## src/rtl/uart_pkg.sv

```systemverilog
// Shared UART definitions: receiver state encoding, baud constant and a
// parity helper that the transmitter will reuse.
package uart_pkg;

  typedef enum logic [2:0] {
    IDLE,
    START,
    DATA,
    PARITY,
    STOP
  } rx_state_t;

  localparam int BAUD_19200_50M = 2604;

  // Even parity bit of up to 9 data bits; odd=1 flips the sense.
  function automatic logic par_calc(
    input logic [8:0] data,
    input logic       odd
  );
    return (^data) ^ odd;
  endfunction

endpackage

```

## src/rtl/uart_baud_tmr.sv

```systemverilog
// Loadable baud down-counter; tick is high while the count sits at zero.
// Never wraps: it waits at zero until the next load.
module uart_baud_tmr #(
  parameter int BAUD_DIV = 16,
  parameter int BAUD_W   = $clog2(BAUD_DIV + 1)
) (
  input  logic clk,
  input  logic rst_n,
  input  logic load_half,
  input  logic load_full,
  input  logic en,
  output logic tick
);

  logic [BAUD_W-1:0] cnt;

  always_ff @(posedge clk or negedge rst_n) begin
    if (!rst_n) begin
      cnt <= '0;
    end else if (load_full) begin
      cnt <= BAUD_W'(BAUD_DIV - 1);
    end else if (load_half) begin
      cnt <= BAUD_W'(BAUD_DIV / 2);
    end else if (en && cnt != '0) begin
      cnt <= cnt - 1'b1;
    end
  end

  assign tick = (cnt == '0);

endmodule

```

## src/rtl/uart_rx_cfg.sv

```systemverilog
// Configurable UART receiver with glitch-rejecting start, framing and
// overrun flags. Optional parity check when UART_RX_PARITY_EN is defined.
module uart_rx_cfg
  import uart_pkg::*;
#(
  parameter int DATA_BITS = 8,
  parameter int STOP_BITS = 1,
  parameter int BAUD_DIV  = BAUD_19200_50M
`ifdef UART_RX_PARITY_EN
  ,
  parameter bit PAR_ODD   = 1'b0
`endif
) (
  input  logic                 clk,
  input  logic                 rst_n,
  input  logic                 RX,
  input  logic                 clr_rdy,
  output logic [DATA_BITS-1:0] rx_data,
  output logic                 rdy,
  output logic                 frm_err,
  output logic                 par_err,
  output logic                 ovr_err
);

  localparam int         BAUD_W    = $clog2(BAUD_DIV + 1);
  localparam logic [3:0] LAST_BIT  = 4'(DATA_BITS - 1);
  localparam logic       LAST_STOP = 1'(STOP_BITS - 1);

  rx_state_t            state;
  logic                 rx_meta;
  logic                 rx_s;
  logic [DATA_BITS-1:0] shift;
  logic [3:0]           bit_cnt;
  logic                 stop_cnt;
  logic                 frm_acc;
  logic                 fin;
  logic                 tick;
  logic                 load_half;
  logic                 load_full;
  logic                 en;
`ifdef UART_RX_PARITY_EN
  logic                 par_bad;
`endif

  uart_baud_tmr #(
    .BAUD_DIV (BAUD_DIV),
    .BAUD_W   (BAUD_W)
  ) u_tmr (
    .clk       (clk),
    .rst_n     (rst_n),
    .load_half (load_half),
    .load_full (load_full),
    .en        (en),
    .tick      (tick)
  );

  always_comb begin
    load_half = 1'b0;
    load_full = 1'b0;
    unique case (state)
      IDLE:         load_half = !rx_s;
      START:        load_full = tick && !rx_s;
      DATA, PARITY: load_full = tick;
      STOP:         load_full = tick && !fin && (stop_cnt != LAST_STOP);
      default:      ;
    endcase
  end

  assign en = (state != IDLE);

`ifndef UART_RX_PARITY_EN
  assign par_err = 1'b0;
`endif

  always_ff @(posedge clk or negedge rst_n) begin
    if (!rst_n) begin
      state    <= IDLE;
      rx_meta  <= 1'b1;
      rx_s     <= 1'b1;
      shift    <= '0;
      bit_cnt  <= '0;
      stop_cnt <= 1'b0;
      frm_acc  <= 1'b0;
      fin      <= 1'b0;
      rx_data  <= '0;
      rdy      <= 1'b0;
      frm_err  <= 1'b0;
      ovr_err  <= 1'b0;
`ifdef UART_RX_PARITY_EN
      par_bad  <= 1'b0;
      par_err  <= 1'b0;
`endif
    end else begin
      rx_meta <= RX;
      rx_s    <= rx_meta;

      // Completion below overrides this clear when both land together.
      if (clr_rdy) begin
        rdy     <= 1'b0;
        frm_err <= 1'b0;
        ovr_err <= 1'b0;
`ifdef UART_RX_PARITY_EN
        par_err <= 1'b0;
`endif
      end

      unique case (state)
        IDLE: begin
          if (!rx_s) state <= START;
        end
        START: begin
          if (tick) begin
            if (rx_s) begin
              state <= IDLE;
            end else begin
              state   <= DATA;
              bit_cnt <= '0;
              frm_acc <= 1'b0;
`ifdef UART_RX_PARITY_EN
              par_bad <= 1'b0;
`endif
            end
          end
        end
        DATA: begin
          if (tick) begin
            shift   <= {rx_s, shift[DATA_BITS-1:1]};
            bit_cnt <= bit_cnt + 4'd1;
            if (bit_cnt == LAST_BIT) begin
              stop_cnt <= 1'b0;
`ifdef UART_RX_PARITY_EN
              state    <= PARITY;
`else
              state    <= STOP;
`endif
            end
          end
        end
`ifdef UART_RX_PARITY_EN
        PARITY: begin
          if (tick) begin
            par_bad <= rx_s != par_calc(9'(shift), PAR_ODD);
            state   <= STOP;
          end
        end
`endif
        STOP: begin
          if (fin) begin
            fin     <= 1'b0;
            state   <= IDLE;
            rx_data <= shift;
            rdy     <= 1'b1;
            frm_err <= frm_acc;
            ovr_err <= !clr_rdy && (ovr_err || rdy);
`ifdef UART_RX_PARITY_EN
            par_err <= par_bad;
`endif
          end else if (tick) begin
            if (!rx_s) frm_acc <= 1'b1;
            if (stop_cnt == LAST_STOP) fin <= 1'b1;
            else stop_cnt <= stop_cnt + 1'b1;
          end
        end
        default: state <= IDLE;
      endcase
    end
  end

endmodule
```

## config.mk

```make
export PLATFORM = sky130hd
export DESIGN_NAME = uart_rx_cfg
export DESIGN_NICKNAME = d
export VERILOG_FILES = /design/src/rtl/uart_pkg.sv /design/src/rtl/uart_baud_tmr.sv /design/src/rtl/uart_rx_cfg.sv
export SDC_FILE = /design/constraint.sdc
export NUM_CORES = 1
export LEC_CHECK = 0
export BUFFER_PORTS_ARGS = -buffer_cell sky130_fd_sc_hd__buf_4
export CORE_ASPECT_RATIO = 2
export CORE_MARGIN = 1
export CORE_UTILIZATION = 40
export DETAILED_ROUTE_END_ITERATION = 16
export PLACE_DENSITY_LB_ADDON = 0.3
export SYNTH_ARGS = -nofsm -noshare
export SYNTH_HDL_FRONTEND = slang
export SYNTH_SLANG_ARGS = --single-unit
```

## constraint.sdc

```tcl
create_clock -name clk -period 5.32 [get_ports clk]
set_input_delay 0.266 -clock clk [delete_from_list [all_inputs] [get_ports clk]]
set_output_delay 0.266 -clock clk [all_outputs]
set_load 0.005 [all_outputs]
```

## After elaboration in Yosys (flattened, before gate mapping)

Cells that the tools add are included.

| storage, ports and cells | value |
|---|---|
| output and inout bits | 12 |
| bits in registers | 43 |
| input port bits | 4 |

| cells by class | value |
|---|---|
| multiplexer cells | 40 |
| reductions and logical operators | 24 |
| add/subtract/negate cells | 3 |
| eq/ne operators | 14 |

Operators by type and width:

| kind | number |
|---|---|
| $mux W12 | 3 |
| $mux W1 | 23 |
| $ne A2 B2 Y1 const B | 9 |
| $mux W3 | 5 |
| $logic_not A12 Y1 | 1 |
| $mux W4 | 3 |
| $pmux W3 S4 | 1 |
| $reduce_bool A12 Y1 | 1 |
| $sub A12 B1 Y12 const B | 1 |
| $reduce_and A5 Y1 | 2 |
| $pmux W4 S2 | 1 |
| $eq A3 B2 Y1 const B | 2 |
| $reduce_and A6 Y1 | 1 |
| $reduce_bool A2 Y1 | 3 |
| $reduce_bool A3 Y1 | 2 |
| $logic_and A1 B1 Y1 | 5 |
| $add A4 B1 Y4 const B | 1 |
| $eq A4 B3 Y1 const B | 1 |
| $pmux W1 S2 | 2 |
| $reduce_and A2 Y1 | 2 |
| $reduce_and A4 Y1 | 1 |
| $eq A3 B1 Y1 const B | 1 |
| $eq A3 B3 Y1 const B | 1 |
| $logic_not A1 Y1 | 3 |
| other kinds (6) | 6 |

## Longest topological paths before layout

Gate-level depths: netlist (run 1).

| depth | value |
|---|---|
| word-level depth | 5 |
| gate-level depth with buffers | 7 |
| gate-level depth less buffers | 6 |

## Hierarchy

Synthesis (run 1) repeated with hierarchy kept, for this count alone.

| unflattened totals | value |
|---|---|
| cells, all modules | 176 |
| area, all modules | 2089.5 sq um |

By module, submodules not included:

| module | times used | cells each | area each (sq um) |
|---|---|---|---|
| uart_rx_cfg | 1 | 103 | 1333.8 |
| uart_baud_tmr | 1 | 73 | 755.7 |

## Least setup slack after synthesis (run 1)

Ideal clock, no wire load.

| path | value |
|---|---|
| path kind | reg-to-reg |
| from | register u_tmr.cnt[0] |
| to | register shift[0] |
| period minus slack after synthesis | 1998 ps |
| path buffers | 1 |
| stages on the path, launching flop included | 8 |
| path slack | 3322 ps |
| data required time | 5195 ps |
| arrival time | 1873 ps |
| cell sequence | dfrtp_1 inv_1 ha_1 or4b_1 nor3_4 buf_6 nand2_4 mux2_4 |

| on the way | value |
|---|---|
| longest elaborated chain between the ends | 2 |

RTL lines:

| item | line | text |
|---|---|---|
| start: declaration | uart_baud_tmr.sv:15 | `logic [BAUD_W-1:0] cnt;` |
| start signal: assignment | uart_baud_tmr.sv:21 | `cnt <= BAUD_W'(BAUD_DIV - 1);` |
| start signal: assignment | uart_baud_tmr.sv:23 | `cnt <= BAUD_W'(BAUD_DIV / 2);` |
| start signal: assignment | uart_baud_tmr.sv:25 | `cnt <= cnt - 1'b1;` |
| $logic_not A12 Y1 | uart_baud_tmr.sv:29 | `assign tick = (cnt == '0);` |
| $reduce_and A2 Y1 (no source line) | -- |  |
| end signal: assignment | uart_rx_cfg.sv:127 | `shift <= {rx_s, shift[DATA_BITS-1:1]};` |
| end: declaration | uart_rx_cfg.sv:32 | `logic [DATA_BITS-1:0] shift;` |

Every way passes these cells.
A chain may end at the register's enable or synchronous reset.

## Worst setup path in the final report (run 1)

| path | value |
|---|---|
| from | register u_tmr.cnt[0] |
| to | register shift[4] |

The elaborated chain is that of the path after synthesis.

==> results of run 1 <==
what timing repair did:
item / 4_1_cts / 5_1_grt
setup endpoints to repair: 0 / 0
endpoints found under the hold margin: 40 / 0
hold buffers: 1 / 0
flip-flops by register name (all words and copies together) (netlist names), 3 cells and up:
register,flops
u_tmr.cnt,12
bit_cnt,4
shift,8
state,3
rx_data,8
worst reg2reg max path, stage by stage, from the launching register on:
cell     delay [ps]
dfrtp_1         400
inv_1           120
ha_1            200
or4b_1          510
nor3_4          510
nand2_4         220
mux2_4          350
how the worst min path moves through the flow:
| stage | startpoint | endpoint | slack (ps) | depth (start not counted) |
|---|---|---|---|---|
| after floorplan | rst_n | bit_cnt[0] | -30 | 0 |
| after global placement | rst_n | rx_data[2] | 280 | 1 |
| after detailed placement | rst_n | rx_data[2] | 290 | 1 |
| after CTS | RX | rx_meta | 60 | 1 |
| after global routing | RX | rx_meta | 60 | 1 |
| final | RX | rx_meta | 70 | 1 |
report_power, final:
part	leakage, nW	switching [mW]	total (mW)	internal (mW)
registers	0.545	0.000786	0.321	0.320
logic	0.489	0.00735	0.00972	0.00236
clock network	0.0683	0.113	0.301	0.188
layer usage:
| layer | up-vias | wire length [um] | GRT usage |
|---|---|---|---|
| met4 | 0 | 178 | 0.1154 |
| met5 | - | 0 | 0 |
| met1 | 723 | 1681 | 0.2021 |
| met2 | 48 | 2263 | 0.3116 |
| met3 | 13 | 173 | 0.03687 |
| li1 | 690 | - | - |
kinds of logic after synthesis:
| kind of cell | synth area share |
|---|---|
| compound gates | 0.1209 |
| buf+inv | 0.02947 |
| mux | 0.1062 |
| fa+ha+maj | 0.01842 |
| simple gates | 0.2063 |
| flops | 0.5169 |
| other cells | 0.001840 |
layout by cell type, fill, tap and decap left out, types with 2 or more instances in the layout:
cell type,n
nand2_1,8
nor4_1,3
buf_4,14
or4b_1,2
nor3b_1,2
nor2b_1,4
dfrtp_1,40
o21ai_0,5
or2_2,2
inv_1,5
or3_1,2
mux2_2,9
bufinv_16,2
nor2_1,6
o211ai_1,5
ha_1,3
mux2_4,7
a31oi_1,2
a21oi_1,6
o31ai_1,6
dfstp_2,2
nand3_1,7
o41ai_1,2
a22o_1,3
or4_1,8
and3_1,3
and2_1,2
nor3_1,4
nand2b_1,3
clkbuf_8,5
layout make-up:
type | count | area share
well taps | 57 | 0.03073
multi-input cells | 121 | 0.3984
flip-flops and latches | 42 | 0.4539
clock buffers | 5 | 0.02965
repair buffers | 15 | 0.04960
inverters | 5 | 0.008086
clock inverters | 3 | 0.02965
==> impl_results.md, run 1 <==
* Run status: finished, final reports clean
* Max Cap Violations at 0
* Clock latency on the worst-skew pair at 300 ps
* Cell class contributing the biggest share of worst-path delay: simple AND/OR/NAND/NOR gates
* Multi-input gate area at 924.6 sq um
* Relative max-transition margin at 0.5359
* WP data arrival at 2600 ps
* Post-cts sizing count at 0
* Router iterations before antenna repair at 4
* Max FO, Critical Path at 15
* CP required at 5510 ps
* Die Ht at 103.0 um
* # DRC at 0
* Gr ovfl total at 0
* Type of the tightest min-delay check: in -> reg
* # Post-CTS Setup Buffers at 0
* EDFF count, synth at 0
* WL final at 4297 um
* Final hold violations at 0
* CP endpoint kind: register
* Worst VDD drop at around 210 uV
* Gr usage total at 0.1837
* Total chip power at between 0.6 and 0.7 mW
* Worst reg2reg startpoint: u_tmr.cnt[0]
* Clock Sinks at 42
* Final hold slack at 72.37 ps
* R2R setup slack at between 2000 and 3000 ps
* Top FF cell, synth: dfrtp_1
* RSZ-0062 raised after global routing: false
* Vias/cell at just under 6
* Std cell rows at 36
* Terminus of the critical flop-to-flop path: shift[4]
* Worst slew pin tran at approximately 690 ps
* R2R cell count at 6
* Final setup margin at between 2000 and 3000 ps
* Worst setup SP type: register
* Largest net degree at the start of global routing at 43
* Top-count cell post-synth: dfrtp_1
* Worst path cell trace: inv_1, ha_1, or4b_1, nor3_4, nand2_4, mux2_4
* First-pass GRT wire length at slightly above 7000 um
* Root Driver: clkbuf_8
* Synthesized instance count at ~180
* DIE AREA at roughly 5400 sq um
* Final cell count without fillers at 248
* Synth area leaders: dfrtp_1, mux2_4, mux2_2
* Worst stage delay on the critical path at 510 ps
* Starting Density at 0.4190
* Post-synthesis sequential element count at 42
* WP depth at 6
* Total number of vias at 1474
* DR iter-0 viols at 23
* Fin. max-slew vios at 0
* Count of input and output buffers at 14
* Core box area at 4865 sq um
* # IOs at 16
* Synthesized cell area at 2038 sq um
* FF/Latch Area at roughly 1100 sq um
* Area leader, netlist: dfrtp_1
* Worst slack at placement at slightly below 3000 ps
* Routability cong. at 0.8646
* Clock Path Buffers at 2
* Post-Syn Nets at approximately 180
* Yosys warnings at 0
* Fill count at 455
* Sum Neg Setup Slack at 0 ps
* Slowest stage cell on the critical path: or4b_1
* Wire length per cell at roughly 17 um
* Final setup viols at 0
* Final-stage net count at 197
* CTS tree: done
* Ys async rst share at 1.000
* Synth top cells by count: dfrtp_1, mux2_2, nand2_1, or4_1
* Share of the yosys chip area belonging to registers at 0.5169
* F_max at between 400 and 500 MHz
* Max H-tree Level at 2
* Antenna Cells at 0
* Area growth, synth to finish at 13.87%
* Mapped Avg Cell Area at 11.58 sq um
* Lkg Pwr at between 1 and 1.5 nW
* TritonCTS buffer count at 5
* Cell area after layout at 2321 sq um
* Worst path bufs/invs at 1
* Final cell utilization of the core at 0.4771
* Final HPWL DP at ~3000 um
* Die W at 52.48 um
* Final min period at 2408 ps
* Number of library cell types mapped by synthesis at 47
* Share of cells above drive strength 1 at 0.2565
* Final period util at 0.4526
* Crit path capture: shift[4]
* Fin Clk Skew at 5.417 ps
* Routed Antenna Nets at 0
* Worst Setup SP: u_tmr.cnt[0]
* Share of the synthesized area in the top cell type at 0.4911
* Placed instance count at roughly 240
* Post-DP Area at 2173 sq um
* Vias in the first global route at 1487
* Worst-path clk slew at 80 ps
* Pwr/cell area at 272.1 nW/um^2
* Initial antenna violation count at 0
* Path type of the worst setup path: reg -> reg
Note: power is estimated with default switching activity, not from simulation.
==> run 2, diff against run 1 <==
Settings changed: ABC_AREA set to 1.
Clock period 5.32 ns to 2.13 ns, I/O delays scaled along.
==> run 2 against run 1 <==
  * Clock power grew 61%
  * Sequential share of layout area shrank 2.6 points
  * Via count increased by 26%
  * Combinational power increased to 3.0 times the previous value
  * Area after synthesis increased by 8.3%
  * Sequential cell count did not move
  * Utilization is 0.64 points lower
  * Wire length is 10% higher
  * Total power up 110%
  * Clock-buffer cell count unchanged
  * Largest cell class unchanged
  * Largest power group unchanged
==> impl_results.md, run 2 <==
* GRT Max-Usage Layer: met2 (unchanged)
* Top-count cell post-synth: nand2_1 (was dfrtp_1)
* Synthesized instance count at 288 (was 176)
* Final min period at 1753 ps (was 2408 ps)
* Gr usage total at 0.1848 (was 0.1837)
* Total chip power at 1.316 mW (was 0.6316 mW)
* Slowest stage cell on the critical path: dfrtp_1 (was or4b_1)
* Mapped Avg Cell Area at 7.664 sq um (was 11.58 sq um)
* Final period util at 0.8232 (was 0.4526)
* Worst slack at placement at 384.8 ps (was 2921 ps)
* Most flops, register: u_tmr.cnt (unchanged)
* Top FF cell, synth: dfrtp_1 (unchanged)
* P_int at 1.028 mW (was 0.5106 mW)
* Router iterations before antenna repair at 4 (unchanged)
* Max Cap Violations at 0 (unchanged)
* Routability cong. at 0.9531 (was 0.8646)
* RSZ-0062 raised after global routing: false (unchanged)
* Run status: finished, final reports clean (unchanged)
* Number of library cell types mapped by synthesis at 29 (was 47)
* Most frequent cells in the layout: nand2_1, dfrtp_1, inv_1, nand3_1, nor2_1 (was dfrtp_1, buf_4, mux2_2, nand2_1, or4_1)
* Synth area leaders: dfrtp_1, nand2_1, inv_1 (was dfrtp_1, mux2_4, mux2_2)
* Combinational share of power at 0.022 (was 0.015)
* Std cell rows at 37 (was 36)
* Path type of the worst setup path: reg -> reg (unchanged)
* Pwr/cell area at 534.6 nW/um^2 (was 272.1 nW/um^2)
* Worst hold endpoint: rdy (was rx_meta)
* CP endpoint kind: register (unchanged)
* Sequential share of power at 0.608 (was 0.508)
* TritonCTS buffer count at 5 (unchanged)
* Starting Density at 0.4219 (was 0.4190)
* Worst Hold Path Cells at 2 (was 1)
* Most used cell, CP: nand2_1
* Min-Delay Startpoint: clr_rdy (was RX)
* Gr ovfl total at 0 (unchanged)
* # DRC at 0 (unchanged)
* DIE AREA at 5837 sq um (was 5402 sq um)
* CTS tree: done (unchanged)
* Vias/cell at 5.079 (was 5.944)
* Post-synthesis sequential element count at 42 (unchanged)
* Yosys warnings at 0 (unchanged)
* Share of the synthesized area in the top cell type at 0.4535 (was 0.4911)
* Ys async rst share at 1.000 (unchanged)
* WL final at 4732 um (was 4297 um)
* Largest net degree at the start of global routing at 43 (unchanged)
* Relative max-transition margin at 0.6444 (was 0.5359)
* Worst Setup SP: u_tmr.cnt[0] (unchanged)
* Share of cells above drive strength 1 at 0.1299 (was 0.2565)
* Die Ht at 107.1 um (was 103.0 um)
* Sw Ratio at 0.2192 (was 0.1915)
* Synthesized cell area at 2207 sq um (was 2038 sq um)
* CP required at 2310 ps (was 5510 ps)
* Worst path cell trace: inv_1, ha_1, nand2_1, nor2_2, nand2_4, nor2_4, inv_2, nand2_1, o21ai_1 (was inv_1, ha_1, or4b_1, nor3_4, nand2_4, mux2_4)
* Worst VDD drop at 374.4 uV (was 214.2 uV)
* WP data arrival at 1930 ps (was 2600 ps)
* F_max at 570.3 MHz (was 415.3 MHz)
* Final hold slack at 20.08 ps (was 72.37 ps)
* Worst slew pin tran at 533.4 ps (was 688.9 ps)
* Area growth, synth to finish at 11.56% (was 13.87%)
* Type of the tightest min-delay check: in -> reg (unchanged)
* R2R setup slack at 380 ps (was 2910 ps)
* Share of the yosys chip area belonging to registers at 0.4773 (was 0.5169)
* Max FO, Critical Path at 13 (was 15)
* GRT met1 Usage at 0.1677 (was 0.2021)
* Area leader, netlist: dfrtp_1 (unchanged)
* # IOs at 16 (unchanged)
* DR iter-0 viols at 51 (was 23)
* Leading cell type in the layout, fill and taps excluded: nand2_1 (was dfrtp_1)
* Max FFs per register at 12 (unchanged)
* R2R cell count at 9 (was 6)
* Clock latency on the worst-skew pair at 290 ps (was 300 ps)
* Final hold violations at 0 (unchanged)
* Vias in the first global route at 1770 (was 1487)
* Worst path bufs/invs at 2 (was 1)
* Final-stage net count at 315 (was 197)
* Final setup margin at 376.7 ps (was 2912 ps)
* Post-Syn Nets at 295 (was 183)
* Worst setup SP type: register (unchanged)
* Sum Neg Setup Slack at 0 ps (unchanged)
* Count of input and output buffers at 14 (unchanged)
* Root Driver: clkbuf_8 (unchanged)
* Clock Path Buffers at 2 (unchanged)
* Clock share of power at 0.369 (was 0.476)
* Die W at 54.53 um (was 52.48 um)
* Final setup viols at 0 (unchanged)
* EDFF count, synth at 0 (unchanged)
* Psw at 0.2886 mW (was 0.1210 mW)
* Initial antenna violation count at 0 (unchanged)
* Total number of vias at 1859 (was 1474)
* Met3 Track Usage GR at 0.03121 (was 0.03687)
* Max H-tree Level at 2 (unchanged)
* Lkg Pwr at 1.279 nW (was 1.102 nW)
* Wire length per cell at 12.93 um (was 17.33 um)
* Antenna Cells at 0 (unchanged)
* Fin. max-slew vios at 0 (unchanged)
* Worst-path clk slew at 80 ps (about the same)
* Cell class contributing the biggest share of worst-path delay: simple AND/OR/NAND/NOR gates (unchanged)
* Worst stage delay on the critical path at 400 ps (was 510 ps)
* Largest registers: u_tmr.cnt x12, rx_data x8, shift x8 (unchanged)
* Grt met2 use at 0.3354 (was 0.3116)
* Terminus of the critical flop-to-flop path: shift[7] (was shift[4])
* Routed Antenna Nets at 0 (unchanged)
* First-pass GRT wire length at 7659 um (was 7258 um)
* Synth top cells by count: nand2_1, dfrtp_1, inv_1, nand3_1, nor2_1 (was dfrtp_1, mux2_2, nand2_1, or4_1)
* Clock Sinks at 42 (unchanged)
* Final HPWL DP at 3660 um (was 3079 um)
* Worst reg2reg startpoint: u_tmr.cnt[0] (unchanged)
* Core box area at 5231 sq um (was 4865 sq um)
* Fin Clk Skew at 6.119 ps (was 5.417 ps)
run 2: worst max path at each step:
stage	end	cells past startpoint
2_1_floorplan	u_tmr.cnt[6]	9
3_3_place_gp	shift[7]	9
3_5_place_dp	shift[0]	9
4_1_cts	shift[7]	9
5_1_grt	shift[7]	9
6_report	shift[7]	9
run 2: layout make-up:
cell class | instances | area, sq um
clock inverters | 2 | 10.01
inverters | 42 | 162.7
repair buffers | 17 | 132.6
multi-input cells | 200 | 962.2
flip-flops and latches | 42 | 1054
clock buffers | 5 | 68.82
well taps | 58 | 72.57
fillers | 541 | 2769
run 2: cell families (layout without fill, tap and decap cells):
family,after synthesis,in the layout,share of synthesized area
buffers and inverters,46,66,0.08674
AND/OR/NAND/NOR,163,163,0.3333
other,1,1,0.001699
flip-flops,42,42,0.4773
adder cells (fa/ha/maj),3,3,0.01701
XOR/XNOR,3,3,0.01191
AO/OA/AOI/OAI,30,30,0.07200
run 2: power by group through the flow:
stage	registers, mW	clock network (mW)	logic (mW)
floorplan	0.817	0	0.00651
global placement	0.817	0	0.0275
detailed placement	0.817	0	0.0279
CTS	0.801	0.507	0.0309
global route	0.801	0.528	0.0350
finish	0.801	0.486	0.0292
run 2: routing by layer:
metal,vias to the layer above,part of all wire
met2,49,0.55
met3,20,0.033
met5,-,0
met4,0,0.051
li1,937,-
met1,853,0.36
run 2: repair_timing:
item / CTS / global route
resized for setup: 0 / 0
setup buffers: 0 / 0
hold buffers: 2 / 0
endpoints found under the hold margin: 41 / 0
run 2: stage by stage:
| stage | cell area, sq um | instances | util |
|---|---|---|---|
| after floorplan | 2207 | 288 | - |
| after global placement | 2364 | 357 | 0.4518 |
| after detailed placement | 2364 | 357 | 0.4518 |
| after CTS | 2462 | 366 | 0.4707 |
| after global routing | 2462 | 366 | 0.4707 |
| final | 2462 | 366 | 0.4707 |
